==> config.mk <==
export PLATFORM = sky130hd
export DESIGN_NAME = gpio_input_filter
export DESIGN_NICKNAME = d
export VERILOG_FILES = /design/src/rtl/gpio_filter_pkg.sv /design/src/rtl/gpio_filter_pin.sv /design/src/rtl/gpio_input_filter.sv
export SDC_FILE = /design/constraint.sdc
export NUM_CORES = 1
export LEC_CHECK = 0
export CAP_MARGIN = 40
export CORE_MARGIN = 2
export CORE_UTILIZATION = 40
export CTS_BUF_LIST = sky130_fd_sc_hd__clkbuf_8
export DETAILED_ROUTE_END_ITERATION = 8
export HOLD_SLACK_MARGIN = 0.12
export PLACE_DENSITY = 0.57
export SYNTH_ARGS = -nofsm -noshare
export SYNTH_HDL_FRONTEND = slang
export SYNTH_HIERARCHICAL = 1
export SYNTH_SLANG_ARGS = --single-unit
==> constraint.sdc <==
create_clock -name io_clock -period 7.61 [get_ports io_clock]
set_input_delay 1.522 -clock io_clock [delete_from_list [all_inputs] [get_ports io_clock]]
set_output_delay 1.522 -clock io_clock [all_outputs]
set_load 0.005 [all_outputs]
==> src/rtl/gpio_filter_pkg.sv <==
`default_nettype none
// +----------------------------------------------------------------------------+
// | Module   : gpio_filter_pkg                                                 |
// | Brief    : Shared defaults and width helper for the GPIO input filter.     |
// | Revision : 1.0 - initial release                                           |
// +----------------------------------------------------------------------------+
package gpio_filter_pkg;

    localparam int GPIO_FILTER_SYNC_STAGES_DEF = 2;
    localparam int GPIO_FILTER_PRESCALE_DEF    = 1;
    localparam int GPIO_FILTER_STABLE_DEF      = 4;

    // Counter width able to hold 0..value-1, never narrower than one bit.
    function automatic int clog2_min1(input int value);
        int w;
        w = (value > 1) ? $clog2(value) : 1;
        return w;
    endfunction

endpackage
`default_nettype wire

==> src/rtl/gpio_filter_pin.sv <==
`default_nettype none
// +----------------------------------------------------------------------------+
// | Module   : gpio_filter_pin                                                 |
// | Brief    : One pin: synchroniser chain, debounce counter, filtered level   |
// |            and optional rise/fall pulses (GPIO_INPUT_FILTER_EDGE_EN).      |
// | Revision : 1.0 - initial release                                           |
// +----------------------------------------------------------------------------+
module gpio_filter_pin
    import gpio_filter_pkg::*;
#(
    parameter int SYNC_STAGES    = GPIO_FILTER_SYNC_STAGES_DEF,
    parameter int STABLE_SAMPLES = GPIO_FILTER_STABLE_DEF
) (
    input  logic clk,
    input  logic rst,
    input  logic i_tick,
    input  logic i_raw,
    output logic o_filtered
`ifdef GPIO_INPUT_FILTER_EDGE_EN
    ,
    output logic o_rise,
    output logic o_fall
`endif
);

    localparam int                 c_CNT_W   = clog2_min1(STABLE_SAMPLES);
    localparam logic [c_CNT_W-1:0] c_CNT_MAX = c_CNT_W'(STABLE_SAMPLES - 1);

    logic [SYNC_STAGES-1:0] r_sync;
    logic [c_CNT_W-1:0]     r_cnt;
    logic                   r_filtered;
    logic                   w_sync_out;
    logic                   w_differ;
    logic                   w_at_max;

    assign w_sync_out = r_sync[SYNC_STAGES-1];
    assign w_differ   = (w_sync_out != r_filtered);
    assign w_at_max   = (r_cnt == c_CNT_MAX);
    assign o_filtered = r_filtered;

    always_ff @(posedge clk or posedge rst) begin
        if (rst) begin
            r_sync <= '0;
        end else begin
            r_sync <= {r_sync[SYNC_STAGES-2:0], i_raw};
        end
    end

    // Any tick where the synchronised level agrees with the output restarts the count.
    always_ff @(posedge clk or posedge rst) begin
        if (rst) begin
            r_cnt      <= '0;
            r_filtered <= 1'b0;
        end else if (i_tick) begin
            if (!w_differ) begin
                r_cnt <= '0;
            end else if (w_at_max) begin
                r_filtered <= w_sync_out;
                r_cnt      <= '0;
            end else begin
                r_cnt <= r_cnt + 1'b1;
            end
        end
    end

`ifdef GPIO_INPUT_FILTER_EDGE_EN
    logic w_flip;
    logic r_rise;
    logic r_fall;

    assign w_flip = i_tick & w_differ & w_at_max;
    assign o_rise = r_rise;
    assign o_fall = r_fall;

    always_ff @(posedge clk or posedge rst) begin
        if (rst) begin
            r_rise <= 1'b0;
            r_fall <= 1'b0;
        end else begin
            r_rise <= w_flip & w_sync_out;
            r_fall <= w_flip & ~w_sync_out;
        end
    end
`endif

endmodule
`default_nettype wire

==> src/rtl/gpio_input_filter.sv <==
`default_nettype none
// +----------------------------------------------------------------------------+
// | Module   : gpio_input_filter                                               |
// | Brief    : Per-bank GPIO input conditioning: synchroniser plus debounce,   |
// |            shared prescaler. Macro GPIO_INPUT_FILTER_EDGE_EN adds          |
// |            io_rise/io_fall edge pulses.                                    |
// | Revision : 1.0 - initial release                                           |
// +----------------------------------------------------------------------------+
module gpio_input_filter
    import gpio_filter_pkg::*;
#(
    parameter int WIDTH          = 32,
    parameter int SYNC_STAGES    = GPIO_FILTER_SYNC_STAGES_DEF,
    parameter int PRESCALE       = GPIO_FILTER_PRESCALE_DEF,
    parameter int STABLE_SAMPLES = GPIO_FILTER_STABLE_DEF
) (
    input  logic             io_clock,
    input  logic             io_reset,
    input  logic [WIDTH-1:0] io_pins_raw,
    output logic [WIDTH-1:0] io_pins_filtered,
    output logic             io_tick
`ifdef GPIO_INPUT_FILTER_EDGE_EN
    ,
    output logic [WIDTH-1:0] io_rise,
    output logic [WIDTH-1:0] io_fall
`endif
);

    if (WIDTH < 1) begin : g_chk_width
        $error("gpio_input_filter: WIDTH must be >= 1");
    end
    if (SYNC_STAGES < 2) begin : g_chk_sync
        $error("gpio_input_filter: SYNC_STAGES must be >= 2");
    end
    if (PRESCALE < 1) begin : g_chk_prescale
        $error("gpio_input_filter: PRESCALE must be >= 1");
    end
    if (STABLE_SAMPLES < 1) begin : g_chk_stable
        $error("gpio_input_filter: STABLE_SAMPLES must be >= 1");
    end

    localparam int                  c_PCNT_W   = clog2_min1(PRESCALE);
    localparam logic [c_PCNT_W-1:0] c_PCNT_MAX = c_PCNT_W'(PRESCALE - 1);

    logic [c_PCNT_W-1:0] r_pcnt;
    logic [c_PCNT_W-1:0] w_pcnt_next;
    logic                r_tick;

    assign w_pcnt_next = (r_pcnt == c_PCNT_MAX) ? '0 : r_pcnt + 1'b1;
    assign io_tick     = r_tick;

    // Tick is registered from the next count so it is low during reset even when PRESCALE=1.
    always_ff @(posedge io_clock or posedge io_reset) begin
        if (io_reset) begin
            r_pcnt <= '0;
            r_tick <= 1'b0;
        end else begin
            r_pcnt <= w_pcnt_next;
            r_tick <= (w_pcnt_next == c_PCNT_MAX);
        end
    end

    for (genvar i = 0; i < WIDTH; i++) begin : g_pin
        gpio_filter_pin #(
            .SYNC_STAGES   (SYNC_STAGES),
            .STABLE_SAMPLES(STABLE_SAMPLES)
        ) u_pin (
            .clk       (io_clock),
            .rst       (io_reset),
            .i_tick    (r_tick),
            .i_raw     (io_pins_raw[i]),
            .o_filtered(io_pins_filtered[i])
`ifdef GPIO_INPUT_FILTER_EDGE_EN
            ,
            .o_rise    (io_rise[i]),
            .o_fall    (io_fall[i])
`endif
        );
    end

endmodule
`default_nettype wire

# --- After elaboration in Yosys (flattened, before gate mapping) ---
# Cells that the tools add are included.
op_classes:
  n_eq_ne: 64
  reduce_logical: 32
  n_mux: 65
  n_bitwise: 1
  addsub: 33
ops:
  columns: ["op", "count"]
  rows:
  - ["2-bit 2-to-1 mux", 64]
  - ["3-bit AND reduction", 32]
  - ["2-bit by 1-bit adder with 2-bit output (second input constant)", 32]
  - ["2-bit equality test (second input constant)", 32]
  - ["1-bit != test", 32]
  - ["1-bit adder (second input constant)", 1]
  - ["1-bit 2-to-1 mux", 1]
  - ["1-bit NOT", 1]
totals:
  in_bits: 34
  output_inout_bits: 33
  wordCells: 293
  ff_bits: 162

# --- Longest topological paths before layout ---
logic_depth:
  word_depth: 3
  depth_mapped: 3
  ltp_nobuf: 3

# --- By module ---
# Netlist, hierarchy kept.
modules_own_cells:
  columns: ["module", "area_each_um2", "instances", "cells_per_inst", "seq_area_each_um2"]
  rows:
  - ["gpio_filter_pin", 197.7, 32, 16, 125.1]
  - ["gpio_input_filter", 32.5, 1, 3, 25.0]

# --- Least setup slack after synthesis ---
# Ideal clock, no wire load.
synth_timing:
  path_kind: "register to output"
  startpoint: "register r_tick, in the netlist io_tick"
  endpoint: "output io_tick"
  arrival_time_ns: 2.426
  slack_ns: 3.662
  n_path_buf: 0
  stages_incl_launch_ff: 1
  t_required_ns: 6.088
  cell_sequence: "dfrtp_1"
synth_lines:
  columns: ["element", "line_no", "text"]
  rows:
  - ["from (decl)", "gpio_input_filter.sv:47", "logic r_tick;"]
  - ["from (signal assigned)", "gpio_input_filter.sv:59", "r_tick <= (w_pcnt_next == c_PCNT_MAX);"]
  - ["to (decl)", "gpio_input_filter.sv:21", "output logic io_tick"]
# No word-level cell between the ends.

# --- Worst setup path in the final report ---
layout_timing:
  startpoint: "register r_tick, in the netlist io_tick"
  endpoint: "output io_tick"
# No word-level cell between the ends.

==> flow_summary.toml <==
[route]
firstDrtPassIters = 4
met3_length_um = 548
wl_met2_mm = 5.55
drt-total-wl_mm = 10.8
drt_iter0_drc = 143
wl_met1_mm = 4.54
drc = 0
viasPerCell = 4.69
wl_per_cell_um = 13.0
via_count = 3889
antenna_left = 0
routed.top_layer = "met5"

[cts]
clock_tree.buffer_depth = 2
cts_sinks = 161
root_buffer = "clkbuf_8"
cts_setup_buffers = 0
clkTransAtPathRegs_ns = 0.09
cts-htree-levels = 4
cts_tree = "yes"
clock_latency_ns = 0.46
cts-resized-gates = 0
hold_buffers = 0
cts_buffers = 17

[layout]
antennaDiodeCount = 0
drive_gt1_share_pct = 10.9
fin_nets = 667
layout_commonest_cell = "dfrtp_1"
layout_common_cells = "dfrtp_1, inv_1, clkdlybuf4s50_1"
fin_area_um2 = 7650
fin_cells = 830
final.fill_count = 1395
area.growth.synth_to_final_pct = 20.3

[synthesis]
synthAdderAreaFrac_pct = 6.30
postSynthCellCount = 515
synth-xor-area-share_pct = 4.41
synth_cell_types = 9
synth_compound_area_share_pct = 6.30
yosys_warnings = 6
syn-num-nets = 581
synth-simple-area-share_pct = 8.19
synth_area_um2 = 6360
yosysSeqAreaShare_pct = 63.4
synth_mux_area_share_pct = 5.67
synth_area_per_cell_um2 = 12.3
synth_top_family_by_area = "simple AND/OR/NAND/NOR gates"
synth-seq-cells = 161

[placed_design]
hpwl_mm = 7.53
placed_area_um2 = 7300
routabilityCongestion = 0.701
port_buffers = 66
place_inst = 798

[setup_path]
worst-setup-path-type = "reg2out"
cp-end-kind = "output port"
cp-startpoint = "io_tick"
worst-endpoint-required_ns = 6.09
arrival_ns = 1.96
worst_r2r_path_depth = 3
crit_fanout = 78
rr_startpoint = "io_tick"
critPathSlowestCell = "dfrtp_4"
timing.rr.end = "g_pin[29].u_pin/r_cnt[0]"
slowest_delay_ns = 0.88
start_kind = "flip-flop"
cp_top_family = "flip-flops"
path_buf_inv = 1
ff2ff_setup_slack_ns = 5.33
cp_cell_sequence = "clkdlybuf4s50_1"

[sta]
max_freq_mhz = 287
fin_skew_ns = 0.0154
maxSlewViolCount = 0
tns_ns = 0
tightest_slew_ns = 0.803
hold_viol = 0
min_period_ns = 3.48
slew_headroom_pct = 46.5
setup_violations = 0
min_period_over_period_pct = 45.8
rsz0062_at_grt = "false"

[run_status]
status = "complete, no violations"

[global_route]
antenna_found_initial = 1
grt.total_usage_pct = 14.2
grt-ovfl-total = 0
grt_max_degree = 85
grt_pass1_wl_mm = 18.6
grt_pass1_vias = 4243

[pwr]
ir_worst_vdd_uv = 225
power_density_nw_per_um2 = 350
power.leakage_nw = 3.56

[floorplan]
die_area_um2 = 16900
core_um2 = 15700
start_util_pct = 40.5
die_w_um = 130
die_y_um = 130
pin_count = 67
core.rowCount = 46

[worst_hold_path]
hold_end = "g_pin[27].u_pin/r_sync[1]"
min_path_cells = 0
hold_path.class = "reg2reg"
hold_start = "g_pin[27].u_pin/r_sync[0]"

[job]
cap_viol_max_count = 0
[sequential cells by signal (all words and copies together) (netlist names)]
signal,cells
g_pin.u_pin/r_sync,64
g_pin.u_pin/o_filtered,32
io_tick,1
g_pin.u_pin/r_cnt,64
[power breakdown]
group          total [mW]  internal [mW]  switching, mW
clock               0.564          0.233          0.330
combinational       0.808          0.474          0.334
sequential           1.31           1.12          0.191
[metal layers]
metal / GRT usage [%] / vias to the layer above
met3: 5.78 / 16
met4: 5.76 / 2
met5: 0 / -
li1: - / 1877
met2: 24.6 / 66
met1: 15.5 / 1928
[cells in the mapped netlist]
cell       n  area (um2)
dfrtp_1  161        4030
inv_1     97         364
nand2_1   64         240
o22ai_1   64         400
ha_1      32         400
mux2_2    32         360
or3b_1    32         280
xnor2_1   32         280
conb_1     1        3.75
[worst max-delay path by stage]
stage | cells past startpoint | end
after floorplan | 0 | io_tick
after global routing | 1 | io_tick
after global placement | 1 | io_tick
after CTS | 1 | io_tick
final | 1 | io_tick
after detailed placement | 1 | io_tick
[layout make-up]
type	count	area, um2	area share, %
Multi-Input combinational cell	257	1970	25.7
Tap cell	216	270	3.53
Timing Repair Buffer	67	663	8.67
Sequential cell	161	4030	52.7
Clock inverter	15	121	1.59
Clock buffer	17	234	3.06
Inverter	97	364	4.76
[kinds of logic (layout without fill, tap and decap cells)]
group / after synthesis / count (layout)
compound gates: 64 / 64
xor+xnor: 32 / 32
fa+ha+maj: 32 / 32
buf+inv: 97 / 196
flops: 161 / 161
mux: 32 / 32
other cells: 1 / 1
simple gates: 96 / 96
[stage by stage]
| stage | hold WS, ns | utilization, % | power, mW | setup WS [ns] |
|---|---|---|---|---|
| floorplan | 0.331 | - | 1.81 | 3.66 |
| global placement | 0.333 | 46.4 | 2.05 | 4.61 |
| detailed placement | 0.335 | 46.4 | 2.14 | 4.56 |
| CTS | 0.351 | 48.7 | 2.73 | 4.06 |
| global route | 0.350 | 48.7 | 2.91 | 3.97 |
| finish | 0.347 | 48.7 | 2.68 | 4.13 |
Note: power is estimated with default switching activity, not from simulation.
